**config.mk**
```make
export PLATFORM = sky130hd
export DESIGN_NAME = led_step_ctrl
export DESIGN_NICKNAME = d
export VERILOG_FILES = /design/src/rtl/led_step_ctrl.sv
export SDC_FILE = /design/constraint.sdc
export NUM_CORES = 1
export LEC_CHECK = 0
export ABC_AREA = 1
export CAP_MARGIN = 20
export CORE_ASPECT_RATIO = 0.5
export CORE_MARGIN = 8
export CORE_UTILIZATION = 60
export DETAILED_ROUTE_END_ITERATION = 8
export PLACE_DENSITY = 0.77
export SYNTH_ARGS = -nofsm -noshare
export SYNTH_HDL_FRONTEND = slang
export SYNTH_SLANG_ARGS = --single-unit
export TNS_END_PERCENT = 5
```
**constraint.sdc**
```tcl
create_clock -name clk_50 -period 1.7 [get_ports clk_50]
set_input_delay 0.255 -clock clk_50 [delete_from_list [all_inputs] [get_ports clk_50]]
set_output_delay 0.255 -clock clk_50 [all_outputs]
set_load 0.01 [all_outputs]
```
**src/rtl/led_step_ctrl.sv**
```systemverilog
// Key debounce and run/pause step-rate control for the LED rotator; a press strobe follows a key by DEBOUNCE_MAX+4 edges.
// Define LED_STEP_CTRL_SINGLESTEP_EN to make the direction key single-step the rotator while paused.
module led_step_ctrl #(
  parameter logic [19:0] DEBOUNCE_MAX = 20'd999_999,
  parameter logic [24:0] PER_S0       = 25'd24_999_999,
  parameter logic [24:0] PER_S1       = 25'd12_499_999,
  parameter logic [24:0] PER_S2       = 25'd6_249_999,
  parameter logic [24:0] PER_S3       = 25'd3_124_999
) (
  input  logic       clk_50,
  input  logic       reset,
  input  logic [2:0] key_n,
  output logic [2:0] key_press,
  output logic       step,
  output logic       dir,
  output logic       running,
  output logic [1:0] speed
);

  typedef enum logic {ST_RUN = 1'b0, ST_PAUSE = 1'b1} state_t;

  logic [2:0]       sync1_q, sync1_d;
  logic [2:0]       sync2_q, sync2_d;
  logic [2:0]       stable_q, stable_d;
  logic [2:0]       stable_dly_q, stable_dly_d;
  logic [2:0]       key_press_q, key_press_d;
  logic [2:0][19:0] db_cnt_q, db_cnt_d;
  logic [24:0]      per_cnt_q, per_cnt_d;
  logic [1:0]       speed_q, speed_d;
  logic             dir_q, dir_d;
  logic             step_q, step_d;
  state_t           state_q, state_d;
  logic [24:0]      per_sel;
  logic             per_hit;

  always_ff @(posedge clk_50 or negedge reset) begin
    if (!reset) begin
      sync1_q      <= 3'b111;
      sync2_q      <= 3'b111;
      stable_q     <= 3'b111;
      stable_dly_q <= 3'b111;
      key_press_q  <= 3'b000;
      db_cnt_q     <= '0;
      per_cnt_q    <= '0;
      speed_q      <= 2'd0;
      dir_q        <= 1'b0;
      step_q       <= 1'b0;
      state_q      <= ST_RUN;
    end else begin
      sync1_q      <= sync1_d;
      sync2_q      <= sync2_d;
      stable_q     <= stable_d;
      stable_dly_q <= stable_dly_d;
      key_press_q  <= key_press_d;
      db_cnt_q     <= db_cnt_d;
      per_cnt_q    <= per_cnt_d;
      speed_q      <= speed_d;
      dir_q        <= dir_d;
      step_q       <= step_d;
      state_q      <= state_d;
    end
  end

  // Any sample that agrees with the stable level restarts the debounce count.
  always_comb begin
    sync1_d      = key_n;
    sync2_d      = sync1_q;
    stable_d     = stable_q;
    db_cnt_d     = db_cnt_q;
    stable_dly_d = stable_q;
    key_press_d  = stable_dly_q & ~stable_q;
    for (int i = 0; i < 3; i++) begin
      if (sync2_q[i] != stable_q[i]) begin
        if (db_cnt_q[i] == DEBOUNCE_MAX) begin
          stable_d[i] = sync2_q[i];
          db_cnt_d[i] = '0;
        end else begin
          db_cnt_d[i] = db_cnt_q[i] + 20'd1;
        end
      end else begin
        db_cnt_d[i] = '0;
      end
    end
  end

  always_comb begin
    case (speed_q)
      2'd0:    per_sel = PER_S0;
      2'd1:    per_sel = PER_S1;
      2'd2:    per_sel = PER_S2;
      default: per_sel = PER_S3;
    endcase
  end

  assign per_hit = (per_cnt_q == per_sel);

  always_comb begin
    state_d   = state_q;
    speed_d   = speed_q + {1'b0, key_press_q[1]};
    dir_d     = dir_q;
    per_cnt_d = per_cnt_q;
    step_d    = 1'b0;

    if (key_press_q[0]) begin
      state_d = (state_q == ST_RUN) ? ST_PAUSE : ST_RUN;
    end

    // A speed change restarts the period and suppresses that cycle's step.
    if (key_press_q[1]) begin
      per_cnt_d = '0;
    end else if (state_q == ST_RUN) begin
      per_cnt_d = per_hit ? '0 : per_cnt_q + 25'd1;
      step_d    = per_hit;
    end

`ifdef LED_STEP_CTRL_SINGLESTEP_EN
    if (key_press_q[2]) begin
      if (state_q == ST_RUN) begin
        dir_d = ~dir_q;
      end else begin
        step_d = 1'b1;
      end
    end
`else
    if (key_press_q[2]) begin
      dir_d = ~dir_q;
    end
`endif
  end

  assign key_press = key_press_q;
  assign step      = step_q;
  assign dir       = dir_q;
  assign running   = (state_q == ST_RUN);
  assign speed     = speed_q;

endmodule

```
# == Word-level counts from Yosys, hierarchy flattened ==
# Index checks and enable logic that the tools add are counted.
# Widths: inputs -> output; s select.
# op_classes
div_mod_pow,0
n_reduce_logical,4
n_mul,0
mux,13
n_eq_ne,10
shifts,0
magnitude_cmp,0
bitwise,4
n_addsub,5
# ops
cell,count
$mux 20,6
$mux 25,3
$pmux 25 s3,1
$add 20x1->20 const B,3
$eq 20x20->1 const B,3
$add 25x1->25 const B,1
$eq 25x25->1,1
$reduce_and 2->1,3
$and 3x3->3,1
$mux 1,3
$ne 1x1->1,3
$not 3->3,1
$add 2x1->2,1
$eq 2x1->1 const B,1
$eq 2x2->1 const B,1
$logic_not 2->1,1
$ne 2x2->1 const B,1
$not 1->1,2
# word_totals
romBits,0
wordCells,51
ff_bits,105
latchBits,0
output_inout_bits,8
ram_bits,0
input_bits,5
mem_count,0

# == Logic depth before layout (Yosys ltp) ==
# logic_depth
word_depth,6
depth_mapped,11
mapped_depth_nobuf,10

# == Least setup slack after synthesis ==
# Ideal clock, no wire load.
# synth_timing
path_type,register -> register
startpoint,register db_cnt_q[0] (netlist bit)
endpoint,register db_cnt_q[13] (netlist bit)
required_time_ns,1.573
stages_incl_launch_ff,8
setup_ns,0.127
period_less_slack_ns,1.527
t_arrival_ns,1.400
setup_slack_ns,0.173
path_buffers,1
path_cell_list,dfrtp_1 ha_1 nand3_1 nor3_1 nand3_1 nand2_1 buf_2 nor3_1
# synth_rtl
element,line,source
start: declaration,27,"logic [2:0][19:0] db_cnt_q, db_cnt_d;"
start signal: assignment,55,db_cnt_q <= db_cnt_d;

# == Final worst setup path ==
# layout_timing
startpoint,register speed_q[0] (netlist: speed[0])
endpoint,register per_cnt_q[15]
# layout_between
elab_chain_cells,6
word_cells_on_any_way,8
classes_between,eq/ne (3); mux (4); reduce/logical (1)
# layout_rtl
element,line,source
start: declaration,29,"logic [1:0] speed_q, speed_d;"
start signal: assignment,57,speed_q <= speed_d;
$eq 2x2->1 (tied with other cells),87,case (speed_q)
$pmux 25 s3 (*),87,
$eq 25x25->1 (*),95,assign per_hit = (per_cnt_q == per_sel);
$mux 25 (*),112,per_cnt_d = per_hit ? '0 : per_cnt_q + 25'd1;
$mux 25 (*),111,end else if (state_q == ST_RUN) begin
$mux 25 (*),109,if (key_press_q[1]) begin
end signal: assignment,56,per_cnt_q <= per_cnt_d;
end: declaration,28,"logic [24:0] per_cnt_q, per_cnt_d;"
# Mark *: on every way between the ends. The rest lies on a longest branch, timed or not. The select of a mux whose other input is x is not followed.
# A chain may end at the register's enable or synchronous reset.

==> summary.md <==
| Metric | Value |
|---|---|
| Die H | `87.2 µm` |
| Synth unique cells | `39` |
| Average footprint of a synthesized cell | `7.47 µm²` |
| Final number of max-transition violations | `0` |
| Largest family of logic cells by synthesized area | `simple AND/OR/NAND/NOR gates` |
| Adder-cell share of the synthesized area | `1.03%` |
| Count of port buffers added during placement | `12` |
| Routability Congestion | `0.874` |
| Leak Pwr | `3.29 nW` |
| Maximum clock frequency | `597 MHz` |
| VDD IR max | `0.592 mV` |
| Multiplexer share of the synthesized area | `0%` |
| Clock tree from TritonCTS | `built` |
| Internal power consumption | `3.63 mW` |
| Clock power frac | `42.8%` |
| Startpoint types | `flip-flop` |
| Number of synthesized flops with an enable pin | `0` |
| Core footprint | `0.0100 mm²` |
| Post-route ant nets | `0` |
| Drt initial violations | `281` |
| Post-detailed-route wirelength per cell | `13.7 µm` |
| Area share of and/or/nand/nor cells after synthesis | `38.1%` |
| Portion of total power attributed to sequential cells | `54.1%` |
| Area of the mapped netlist | `0.00607 mm²` |
| Number of nets in the layout | `891` |
| Commonest register cell after synthesis | `sky130_fd_sc_hd__dfrtp_1` |
| Combinational Power Share | `3.1%` |
| Endpoints failing setup | `0` |
| Worst-case clock skew | `0.00648 ns` |
| Share of post-route cells with drive strength above 1 | `18.7%` |
| Cells after Synth | `813` |
| Switching part of the total power | `22.8%` |
| Async SR Flop Fraction | `100%` |
| Synthesis-to-layout area growth | `18.8%` |
| Total die area | `0.0138 mm²` |
| WP data arrival | `1.92 ns` |
| Total CTS buffers | `9` |
| Final hold violation count | `0` |
| Final Power | `4.70 mW` |
| Final worst path period need | `1.68 ns` |
| Status | `completed` |
| HPWL after DPL | `9.98 mm` |
| Final worst hold slack | `0.291 ns` |
| RSZ-0062 raised after global routing | `true` |
| Placed cell areas | `0.00667 mm²` |
| Initial Utilization | `60.6%` |
| Clock Latency Late Sink | `0.35 ns` |
| Overall via count from detail_route | `5377` |
| Total length of routed wires | `14.0 mm` |
| Diode insertion count for antenna repair | `0` |
| Ratio of final minimum period to clock period | `98.6%` |
| Die extent in x | `158 µm` |
| Final std cell area, no fill | `0.00721 mm²` |
| Total number of placement rows | `26` |
| Number of remaining DRC errors | `0` |
| CP Class | `flip-flop to flip-flop` |
| Setup tns final | `0 ns` |
| Clk root buf | `sky130_fd_sc_hd__clkbuf_16` |
| Maximum fanout encountered on the critical timing path | `11` |
| CP Capture Type | `flip-flop` |
| Power spent charging and discharging nets | `1.07 mW` |
| Part of the Yosys area used for sequential elements | `43.5%` |
| Clock-pin slew of the registers on the worst-case setup and hold paths | `0.07 ns` |
| Maximum Capacitance Violations | `0` |
| Vias per inst | `5.24` |
| # IOs | `13` |
| Headroom to the max-slew limit | `64.8%` |
| Synth Area in Compound Gates | `4.12%` |
| Number of synthesis warnings | `0` |
| CTS HTree Levels | `3` |
| Data required, critical path | `1.94 ns` |
| Max clock buf depth | `2` |
| Synthesized netlist net count | `823` |
| Pre-antenna DRT Iters | `5` |
| Vias in the first global route | `5137` |
| Yosys reg bits | `105` |
| Power Dens Cells | `652 mW/mm²` |
| Global-route wire length before repair | `23.4 mm` |
| Type of the tightest min-delay check | `input port to async pin` |
| Antenna violations before repair | `0` |
| TritonCTS Sinks | `105` |
| Worst-margin pin slew | `0.527 ns` |
| Synthesized-area fraction occupied by xor and xnor cells | `5.62%` |
| Maximum number of pins on one net before global-route repair | `45` |
| Overall Global Routing Usage | `21.2%` |
| Grt ovf | `0` |
## critical path, cell delays in order, from the launching register on
cell and delay, ns:
sky130_fd_sc_hd__dfrtp_2 0.47, sky130_fd_sc_hd__buf_4 0.15, sky130_fd_sc_hd__nor2_1 0.05, sky130_fd_sc_hd__nor2_2 0.13, sky130_fd_sc_hd__nand2_1 0.07, sky130_fd_sc_hd__nor2_1 0.08
sky130_fd_sc_hd__nand2_1 0.09, sky130_fd_sc_hd__nor2_4 0.13, sky130_fd_sc_hd__buf_12 0.14, sky130_fd_sc_hd__nand2_8 0.11, sky130_fd_sc_hd__nand3_2 0.09, sky130_fd_sc_hd__nand2_1 0.05
## state kept, by name, indices dropped and copies added, names as in the netlist
| name | flops |
|---|---|
| stable_dly_q | 3 |
| sync2_q | 3 |
| key_press | 3 |
| db_cnt_q | 60 |
| per_cnt_q | 25 |
| state_q | 1 |
| speed | 2 |
| sync1_q | 3 |
| stable_dly_d | 3 |
| dir | 1 |
| step | 1 |
## placed cells by master (no fill, tap or decap), drive strengths merged, types with 12 or more instances in the layout
cell type and count:
nand2 224, nor2 137, inv 95, dfrtp 93, nand3 67, buf 59, nor3 39, xor2 27
a21oi 24, nand4 21, o21ai 17, xnor2 12, dfstp 12
## cells in the mapped netlist (2+ instances only)
master                     count  area (µm²)
sky130_fd_sc_hd__nor2_1      125         469
sky130_fd_sc_hd__nor3b_1      10        75.1
sky130_fd_sc_hd__dfstp_2      12         315
sky130_fd_sc_hd__xor2_1       27         236
sky130_fd_sc_hd__nand2_1     217         815
sky130_fd_sc_hd__nand2_2       4        25.0
sky130_fd_sc_hd__nand4_1      21         131
sky130_fd_sc_hd__nand3_1      48         240
sky130_fd_sc_hd__nor4_1        3        18.8
sky130_fd_sc_hd__nor3_1       37         185
sky130_fd_sc_hd__inv_2         6        22.5
sky130_fd_sc_hd__nor2_4        3        33.8
sky130_fd_sc_hd__clkinv_1      3        11.3
sky130_fd_sc_hd__nor2_2        9        56.3
sky130_fd_sc_hd__or2_2         2        12.5
sky130_fd_sc_hd__buf_2         8        40.0
sky130_fd_sc_hd__xnor2_1      12         105
sky130_fd_sc_hd__ha_1          5        62.6
sky130_fd_sc_hd__inv_1        86         323
sky130_fd_sc_hd__o21ai_0      15        75.1
sky130_fd_sc_hd__o21ai_1       2        10.0
sky130_fd_sc_hd__nand3_2      19         190
sky130_fd_sc_hd__clkbuf_1      2        7.51
sky130_fd_sc_hd__a21oi_1      24         120
sky130_fd_sc_hd__clkbuf_2      2        10.0
sky130_fd_sc_hd__buf_6         3        33.8
sky130_fd_sc_hd__o21bai_1      3        22.5
sky130_fd_sc_hd__dfrtp_1      93        2330
sky130_fd_sc_hd__nand3b_1      2        15.0
## through the flow
stage	setup slack, ns	instances	utilization, %
floorplan	0.173	813	-
global placement	-0.0135	997	66.6
detailed placement	-0.0303	997	66.6
CTS	0.00666	1014	69.8
global route	-0.0989	1026	72.0
finish	0.0244	1026	72.0
## layer usage
metal | vias up | global-route usage (%) | share of wire [%] | wire length, µm
met5 | - | 0 | 0 | 0
met4 | 0 | 6.20 | 1.6 | 219
met3 | 21 | 4.46 | 4.9 | 683
met2 | 135 | 36.0 | 48 | 6680
met1 | 2489 | 27.0 | 46 | 6440
li1 | 2732 | - | - | -
## layout make-up
type,count,area (µm²)
Clock inverter,6,50.0
Tap cell,140,175
Timing Repair Buffer,71,626
Inverter,96,365
Fill cell,834,2810
Multi-Input combinational cell,598,3110
Sequential cell,105,2650
Clock buffer,10,239
## worst paths after layout
check / startpoint / cells after the start / to / slack [ns]
setup / recovery: speed[0] / 11 / per_cnt_q[15] / 0.02
hold / removal: reset / 2 / db_cnt_q[14] / 0.29
setup reg to reg: speed[0] / 11 / per_cnt_q[15] / 0.02
hold reg to reg: sync1_q[1] / 0 / sync2_q[1] / 0.36
max in group asynchronous: reset / 3 / sync2_q[0] / 0.83
min in group clk_50: key_n[2] / 1 / sync1_q[2] / 0.31
## power by group through the flow
stage	clock network (mW)	logic [mW]	registers, mW
finish	2.01	0.145	2.54
global route	2.16	0.169	2.55
CTS	2.06	0.149	2.54
floorplan	0	0.0514	2.59
detailed placement	0	0.147	2.59
global placement	0	0.142	2.59
## kinds of logic (layout without fill, tap and decap cells)
group,count (synthesis),in the layout
AOI/OAI and AO/OA,47,47
xor gates and xnor gates,39,39
adders and majority gates,5,5
buffers and inverters,112,183
DFF,105,105
and+or+nand+nor,505,507
## repair_timing
action                                  in CTS  in global routing
pin swaps                                    1                 13
endpoints found under the setup margin      30                 59
resized for setup                            9                 35
setup buffers                                0                 10
hold endpoints to repair                    16                  0
gates cloned                                 0                  2
hold buffers                                 1                  0
Power figures use the tool's default switching activity.
